## src/rtl/objects_mux_pkg.sv

```systemverilog
// Shared defaults and the layer-index type for the object layer mixer.
package objects_mux_pkg;

   localparam int unsigned NUM_LAYERS_DEFAULT      = 4;
   localparam int unsigned RGB_WIDTH_DEFAULT       = 8;
   localparam int unsigned LAYER_IDX_WIDTH_DEFAULT = $clog2(NUM_LAYERS_DEFAULT + 1);

   localparam logic [RGB_WIDTH_DEFAULT-1:0] TRANSPARENT_COLOR_DEFAULT = 8'hFF;

   // Index of the winning layer; the value NUM_LAYERS_DEFAULT denotes background.
   typedef logic [LAYER_IDX_WIDTH_DEFAULT-1:0] layer_idx_t;

endpackage

```

## src/rtl/objects_collision_tracker.sv

```systemverilog
// Per-frame collision tracker: accumulates layer-0 overlaps and reports them at frame start.
module objects_collision_tracker
   import objects_mux_pkg::*;
#(
   parameter int unsigned NUM_LAYERS = NUM_LAYERS_DEFAULT
) (
   input  logic                  clk,
   input  logic                  resetN,
   input  logic                  sof,
   input  logic [NUM_LAYERS-1:0] eff,
   output logic [NUM_LAYERS-1:0] frameHits,
   output logic                  collision
);

   logic [NUM_LAYERS-1:0] acc;
   logic [NUM_LAYERS-1:0] hit_c;

   // Pixel hit: layer 0 overlapping layer i; layer 0 never collides with itself.
   always_comb begin
      hit_c    = eff & {NUM_LAYERS{eff[0]}};
      hit_c[0] = 1'b0;
   end

   // Frame start publishes the finished frame and seeds the new one with this cycle's hits.
   always_ff @(posedge clk or negedge resetN) begin
      if (!resetN) begin
         acc       <= '0;
         frameHits <= '0;
         collision <= 1'b0;
      end else if (sof) begin
         frameHits <= acc;
         acc       <= hit_c;
         collision <= |acc;
      end else begin
         acc       <= acc | hit_c;
         collision <= 1'b0;
      end
   end

endmodule

```

## src/rtl/objects_mux_layers.sv

```systemverilog
// Prioritised object-layer mixer with two-stage pixel pipeline and per-frame collision report.
module objects_mux_layers
   import objects_mux_pkg::*;
#(
   parameter int unsigned NUM_LAYERS = NUM_LAYERS_DEFAULT,
   parameter int unsigned RGB_WIDTH  = RGB_WIDTH_DEFAULT,
   parameter logic [RGB_WIDTH-1:0] TRANSPARENT_COLOR = RGB_WIDTH'(TRANSPARENT_COLOR_DEFAULT),
   localparam int unsigned SEL_WIDTH = $clog2(NUM_LAYERS + 1)
) (
   input  logic                                 clk,
   input  logic                                 resetN,
   input  logic                                 startOfFrame,
   input  logic [NUM_LAYERS-1:0]                drawingRequest,
   input  logic [NUM_LAYERS-1:0][RGB_WIDTH-1:0] layerRGB,
   input  logic [NUM_LAYERS-1:0]                layerEnable,
   input  logic [RGB_WIDTH-1:0]                 backGroundRGB,
   output logic [RGB_WIDTH-1:0]                 RGBOut,
   output logic [SEL_WIDTH-1:0]                 layerSel,
   output logic [NUM_LAYERS-1:0]                frameHits,
   output logic                                 collision
);

   logic [NUM_LAYERS-1:0]                eff_c;
   logic [NUM_LAYERS-1:0]                eff_q;
   logic [NUM_LAYERS-1:0][RGB_WIDTH-1:0] rgb_q;
   logic [RGB_WIDTH-1:0]                 bg_q;
   logic                                 sof_q;
   logic [RGB_WIDTH-1:0]                 sel_rgb_c;
   logic [SEL_WIDTH-1:0]                 sel_idx_c;

   // Effective request: enabled, requesting and not the transparent colour.
   always_comb begin
      eff_c = '0;
      for (int i = 0; i < int'(NUM_LAYERS); i++) begin
         eff_c[i] = drawingRequest[i] & layerEnable[i] & (layerRGB[i] != TRANSPARENT_COLOR);
      end
   end

   // Stage 1: capture effective requests, colours and frame marker.
   always_ff @(posedge clk or negedge resetN) begin
      if (!resetN) begin
         eff_q <= '0;
         rgb_q <= '0;
         bg_q  <= '0;
         sof_q <= 1'b0;
      end else begin
         eff_q <= eff_c;
         rgb_q <= layerRGB;
         bg_q  <= backGroundRGB;
         sof_q <= startOfFrame;
      end
   end

   // Priority pick: scanning from the lowest priority up leaves the lowest active index.
   always_comb begin
      sel_rgb_c = bg_q;
      sel_idx_c = SEL_WIDTH'(NUM_LAYERS);
      for (int i = int'(NUM_LAYERS) - 1; i >= 0; i--) begin
         if (eff_q[i]) begin
            sel_rgb_c = rgb_q[i];
            sel_idx_c = SEL_WIDTH'(i);
         end
      end
   end

   // Stage 2: register the selected pixel.
   always_ff @(posedge clk or negedge resetN) begin
      if (!resetN) begin
         RGBOut   <= '0;
         layerSel <= '0;
      end else begin
         RGBOut   <= sel_rgb_c;
         layerSel <= sel_idx_c;
      end
   end

   objects_collision_tracker #(
      .NUM_LAYERS (NUM_LAYERS)
   ) u_tracker (
      .clk       (clk),
      .resetN    (resetN),
      .sof       (sof_q),
      .eff       (eff_q),
      .frameHits (frameHits),
      .collision (collision)
   );

endmodule

```

## config.mk

```make
export PLATFORM = sky130hd
export DESIGN_NAME = objects_mux_layers
export DESIGN_NICKNAME = d
export VERILOG_FILES = /design/src/rtl/objects_mux_pkg.sv /design/src/rtl/objects_collision_tracker.sv /design/src/rtl/objects_mux_layers.sv
export SDC_FILE = /design/constraint.sdc
export NUM_CORES = 1
export LEC_CHECK = 0
export ABC_CLOCK_PERIOD_IN_PS = 4800
export CORE_ASPECT_RATIO = 1.4
export CORE_UTILIZATION = 35
export CTS_CLUSTER_DIAMETER = 100
export DETAILED_ROUTE_END_ITERATION = 7
export GPL_TIMING_DRIVEN = 0
export MAX_ROUTING_LAYER = met4
export PLACE_DENSITY = 0.64
export SYNTH_ARGS = -nofsm -noshare
export SYNTH_HDL_FRONTEND = slang
export SYNTH_HIERARCHICAL = 1
export SYNTH_SLANG_ARGS = --single-unit
```

## constraint.sdc

```tcl
create_clock -name clk -period 4.8 [get_ports clk]
set_clock_uncertainty 0.2 [all_clocks]
set_input_delay 1.44 -clock clk [delete_from_list [all_inputs] [get_ports clk]]
set_output_delay 1.44 -clock clk [all_outputs]
set_load 0.02 [all_outputs]
```

=== Word-level counts from Yosys, hierarchy flattened ===
Index checks and enable logic that the tools add are counted.

* Eq/ne operators: 4
* Multiplexer cells: 10
* Bitwise logic cells: 10
* Reduce and logical (&&, ||, !) cells: 1

{| class="wikitable"
|+ Operator list
! operator !! count
|-
| $mux 8 || 4
|-
| $ne 8x8->1 const B || 4
|-
| $mux 3 || 4
|-
| $and 1x1->1 || 8
|-
| $and 4x4->4 || 1
|-
| $mux 4 || 1
|-
| $or 4x4->4 || 1
|-
| $reduce_or 4->1 || 1
|-
| $mux 1 || 1
|}

* Register bits after elaboration: 65

=== Longest topological paths before layout ===
Gate-level depths: netlist of run 1.

* Word-level depth: 4
* Gate-level depth with buffers: 4
* Mapped depth without buffers: 3

=== Cells and area by module ===
Netlist of run 1, hierarchy kept.

{| class="wikitable"
|+ By module, submodules not included
! module !! instances !! cells an instance !! area an instance (um2) !! seq. area each (um2)
|-
| objects_mux_layers || 1 || 123 || 1868.0 || 1401.3
|-
| objects_collision_tracker || 1 || 22 || 267.8 || 175.2
|}

=== Worst setup path after synthesis of run 1 ===
Ideal clock, no wire load.

* Path kind: flip-flop to output port
* Start: register u_tracker.frameHits[1]
* End: output port frameHits[1]
* Arrival time: 0.423 ns
* Setup slack: 2.737 ns
* Stages on the path, launching flop included: 1
* Path buffers: 0
* Cell sequence: dfrtp_1

{| class="wikitable"
|+ RTL lines
! what !! RTL line !! RTL
|-
| from (decl) || objects_collision_tracker.sv:11 || <nowiki>output logic [NUM_LAYERS-1:0] frameHits,</nowiki>
|-
| from (signal assigned) || objects_collision_tracker.sv:28 || <nowiki>frameHits <= '0;</nowiki>
|-
| from (signal assigned) || objects_collision_tracker.sv:31 || <nowiki>frameHits <= acc;</nowiki>
|-
| to (decl) || objects_mux_layers.sv:19 || <nowiki>output logic [NUM_LAYERS-1:0] frameHits,</nowiki>
|}

No word-level cell between the ends.

=== Final worst setup path of run 1 ===
* Start: register RGBOut[5]
* End: output port RGBOut[5]

{| class="wikitable"
|+ RTL lines
! what !! RTL line !! RTL
|-
| from (decl) || objects_mux_layers.sv:17 || <nowiki>output logic [RGB_WIDTH-1:0] RGBOut,</nowiki>
|-
| from (signal assigned) || objects_mux_layers.sv:72 || <nowiki>RGBOut <= sel_rgb_c;</nowiki>
|}

No word-level cell between the ends.

==> impl_metrics.env, run 1 <==
export IMPL_worst_path_buf_inv=1
export IMPL_yosys_area_top_type="dfrtp_1"
export IMPL_postPlaceCellArea_sq_um=2890
export IMPL_synthFlopType="dfrtp_1"
export IMPL_cp_arrival_ns=1.31
export IMPL_first_iter_violations=82
export IMPL_crit_path_cell_trace="clkdlybuf4s50_1"
export IMPL_period_needed_ns=2.95
export IMPL_cts_resized_gates=0
export IMPL_fmax_ghz=0.339
export IMPL_synth_area_leaders="dfrtp_1 (74%), mux2_2 (4.7%), nand4_1 (2.3%), a21oi_1 (2.1%), o31ai_1 (2.1%)"
export IMPL_gr_total_overflow=0
export IMPL_setup_viol=0
export IMPL_grt_antenna_before_repair=0
export IMPL_hold_violations=0
export IMPL_regArea_sq_um=1580
export IMPL_synth_common_cells="dfrtp_1 (63), a21oi_1 (9), mux2_2 (9), nand4_1 (8), nand2b_1 (7)"
export IMPL_wl_um=4130
export IMPL_yosysSeqAreaShare=0.738
export IMPL_diodes=0
export IMPL_startpoint_type="flip-flop"
export IMPL_fin_cells=295
export IMPL_core_region_area_sq_um=5860
export IMPL_wl_per_cell_um=14.0
export IMPL_vdd_drop_max_uv=266
export IMPL_synth_edff_count=0
export IMPL_die_w_um=68.0
export IMPL_worstRegToRegCells=4
export IMPL_num_rows=33
export IMPL_max_stage_delay_ns=0.61
export IMPL_finish_net_count=273
export IMPL_min_path_cells=1
export IMPL_syn_inst=145
export IMPL_io_pins=67
export IMPL_syn_to_final_growth_pct=42.9
export IMPL_post_cts_buffers=0
export IMPL_crit_family="buffers and inverters"
export IMPL_clkSlewWorstSetupHoldPaths_ns=0.06
export IMPL_dp_hpwl_um=3140
export IMPL_post_synth_top_count_cell="dfrtp_1"
export IMPL_drc=0
export IMPL_status="finished clean"
export IMPL_final_area_sq_um=3050
export IMPL_cts_tree="built"
export IMPL_yosysWarnings=6
export IMPL_io_buffers=65
export IMPL_hold_path_endpoint="u_tracker/frameHits[3]"
export IMPL_synth_nets=196
export IMPL_multi_input_area_sq_um=498
export IMPL_clk_latency_ns=0.33
export IMPL_routed_via_density=4.74
export IMPL_regToRegStartpoint="eff_q[1]"
export IMPL_cp_required_ns=3.16
export IMPL_yosys_register_bits=63
export IMPL_max_slew_margin=0.623
export IMPL_synthArstFlopShare=1.00
export IMPL_syn_area_sq_um=2140
export IMPL_detail_route_antenna_nets=0
export IMPL_nFillCells=531
export IMPL_holdCritPathClass="reg -> reg"
export IMPL_drv_cap=0
export IMPL_tightest_slew_ns=0.565
export IMPL_hold_buffers=0
export IMPL_r2r_slack_ns=3.14
export IMPL_powerDensity_nw_per_um2=362
export IMPL_cts_sinks=63
export IMPL_layout_drive_gt1_share=0.138
export IMPL_grt_usage=0.157
export IMPL_firstDrtPassIters=4
export IMPL_cts_htree_levels=3
export IMPL_finalSetupTns_ns=0
export IMPL_finalMaxSlewViolations=0
export IMPL_grt_max_degree=40
export IMPL_p_leak_nw=1.29
export IMPL_grt_pass1_wl_um=6760
export IMPL_cts_buffers_inserted=9
export IMPL_yosysUniqueCellTypes=26
export IMPL_power_mw=1.11
export IMPL_finalCritPeriodShare=0.615
export IMPL_crit_slowest_cell="clkdlybuf4s50_1"
export IMPL_end_kind="primary output"
export IMPL_start_util=0.364
export IMPL_die_area_sq_um=6420
export IMPL_gp_congestion=0.705
export IMPL_place_inst=281
export IMPL_grt_pass1_vias=1430
export IMPL_holdCritStartpoint="u_tracker/frameHits[3]"
export IMPL_grt_setup_unrepaired="no"
export IMPL_syn_avg_cell_area_sq_um=14.7
export IMPL_crit_fanout=1
export IMPL_cts_buffer_depth=2
export IMPL_clockRootBuffer="clkbuf_8"
export IMPL_die_y_um=94.4
export IMPL_r2r_end="RGBOut[5]"
export IMPL_yosys_area_top_type_share=0.738
export IMPL_via_count=1399
export IMPL_path_class="reg -> out"
==> state kept, by name (all words and copies together) (netlist names) <==
signal	flops
u_tracker/frameHits	3
rgb_q	32
u_tracker/collision	1
u_tracker/acc	3
layerSel	3
sof_q	1
RGBOut	8
eff_q	4
bg_q	8
==> metal layers <==
| layer | GRT usage | up-vias | part of all wire |
|---|---|---|---|
| li1 | - | 672 | - |
| met1 | 0.179 | 661 | 0.39 |
| met2 | 0.238 | 56 | 0.52 |
| met3 | 0.0592 | 10 | 0.057 |
| met4 | 0.0816 | 0 | 0.027 |
| met5 | - | - | 0 |
==> cell families (layout without fill, tap and decap cells) <==
logic type             after synthesis  after routing  synth area share
buffers and inverters               11             91            0.0287
multiplexers                         9              9            0.0475
other                                1              1           0.00176
AND/OR/NAND/NOR                     28             28            0.0738
flip-flops                          63             63             0.738
AO/OA/AOI/OAI                       33             33             0.110
==> power by group <==
group	total, mW	internal, mW	switching (mW)
sequential	0.579	0.565	0.0141
clock	0.385	0.209	0.176
combinational	0.143	0.0810	0.0616
total	1.11	0.855	0.252
==> stage by stage <==
stage,hold WS [ns],worst slack (ns),utilization
5_1_grt,0.325,1.82,0.521
3_3_place_gp,0.293,0.206,0.490
2_1_floorplan,0.266,2.74,-
6_report,0.305,1.85,0.521
3_5_place_dp,0.298,2.17,0.493
4_1_cts,0.309,1.84,0.521
==> cells in the final DEF, fill, tap and decap left out, types with 4 or more instances in the layout <==
cell	count
o22ai_1	6
nand4_1	8
mux2_2	9
dfrtp_1	63
clkdlybuf4s50_1	64
a21oi_1	9
inv_1	4
o211a_1	4
nand2b_1	7
nand2_1	5
clkbuf_8	11
o31ai_1	6
==> area by class of cell <==
| cell class | instances | share of cell area |
|---|---|---|
| Sequential cell | 63 | 0.516 |
| Timing Repair Buffer | 66 | 0.218 |
| Multi-Input combinational cell | 71 | 0.163 |
| Clock buffer | 13 | 0.0520 |
| Tap cell | 70 | 0.0287 |
| Buffer | 6 | 0.0139 |
| Inverter | 5 | 0.00615 |
| Clock inverter | 1 | 0.00164 |
==> how the worst max path moves through the flow <==
stage	slack, ns	depth (start not counted)	start	endpoint
global placement	0.21	1	resetN	eff_q[3]
floorplan	2.74	0	u_tracker/frameHits[1]	frameHits[1]
detailed placement	2.17	3	layerRGB[17]	eff_q[2]
CTS	1.84	1	RGBOut[5]	RGBOut[5]
global route	1.82	1	RGBOut[5]	RGBOut[5]
finish	1.85	1	RGBOut[5]	RGBOut[5]
==> worst reg2reg max path: cells and delay by family (launching register included) <==
kind	cells	cell delay (ns)
AO/OA/AOI/OAI	2	0.51
buffers and inverters	2	0.43
flip-flops	1	0.38
No activity file was read; power rests on OpenSTA's default activity.
==> inputs of run 2 (changes only) <==
--- a/config.mk
+++ b/config.mk
@@ -5,7 +5,7 @@
 export SDC_FILE = /design/constraint.sdc
 export NUM_CORES = 1
 export LEC_CHECK = 0
-export ABC_CLOCK_PERIOD_IN_PS = 4800
+export ABC_CLOCK_PERIOD_IN_PS = 3100
 export CORE_ASPECT_RATIO = 1.4
 export CORE_UTILIZATION = 35
 export CTS_CLUSTER_DIAMETER = 100
==> constraint.sdc (replaced) <==
create_clock -name clk -period 3.1 [get_ports clk]
set_clock_uncertainty 0.2 [all_clocks]
set_input_delay 0.93 -clock clk [delete_from_list [all_inputs] [get_ports clk]]
set_output_delay 0.93 -clock clk [all_outputs]
set_load 0.02 [all_outputs]
==> results of run 2 <==
Same layout as run 1 (identical final DEF). Status: finished clean.
Main changes from that run: setup slack after placement 2.17 ns -> 0.980 ns; setup slack after layout 1.85 ns -> 0.658 ns; register-to-register setup slack 3.14 ns -> 1.44 ns; total power 1.11 mW -> 1.71 mW; worst IR drop on VDD 266 uV -> 412 uV
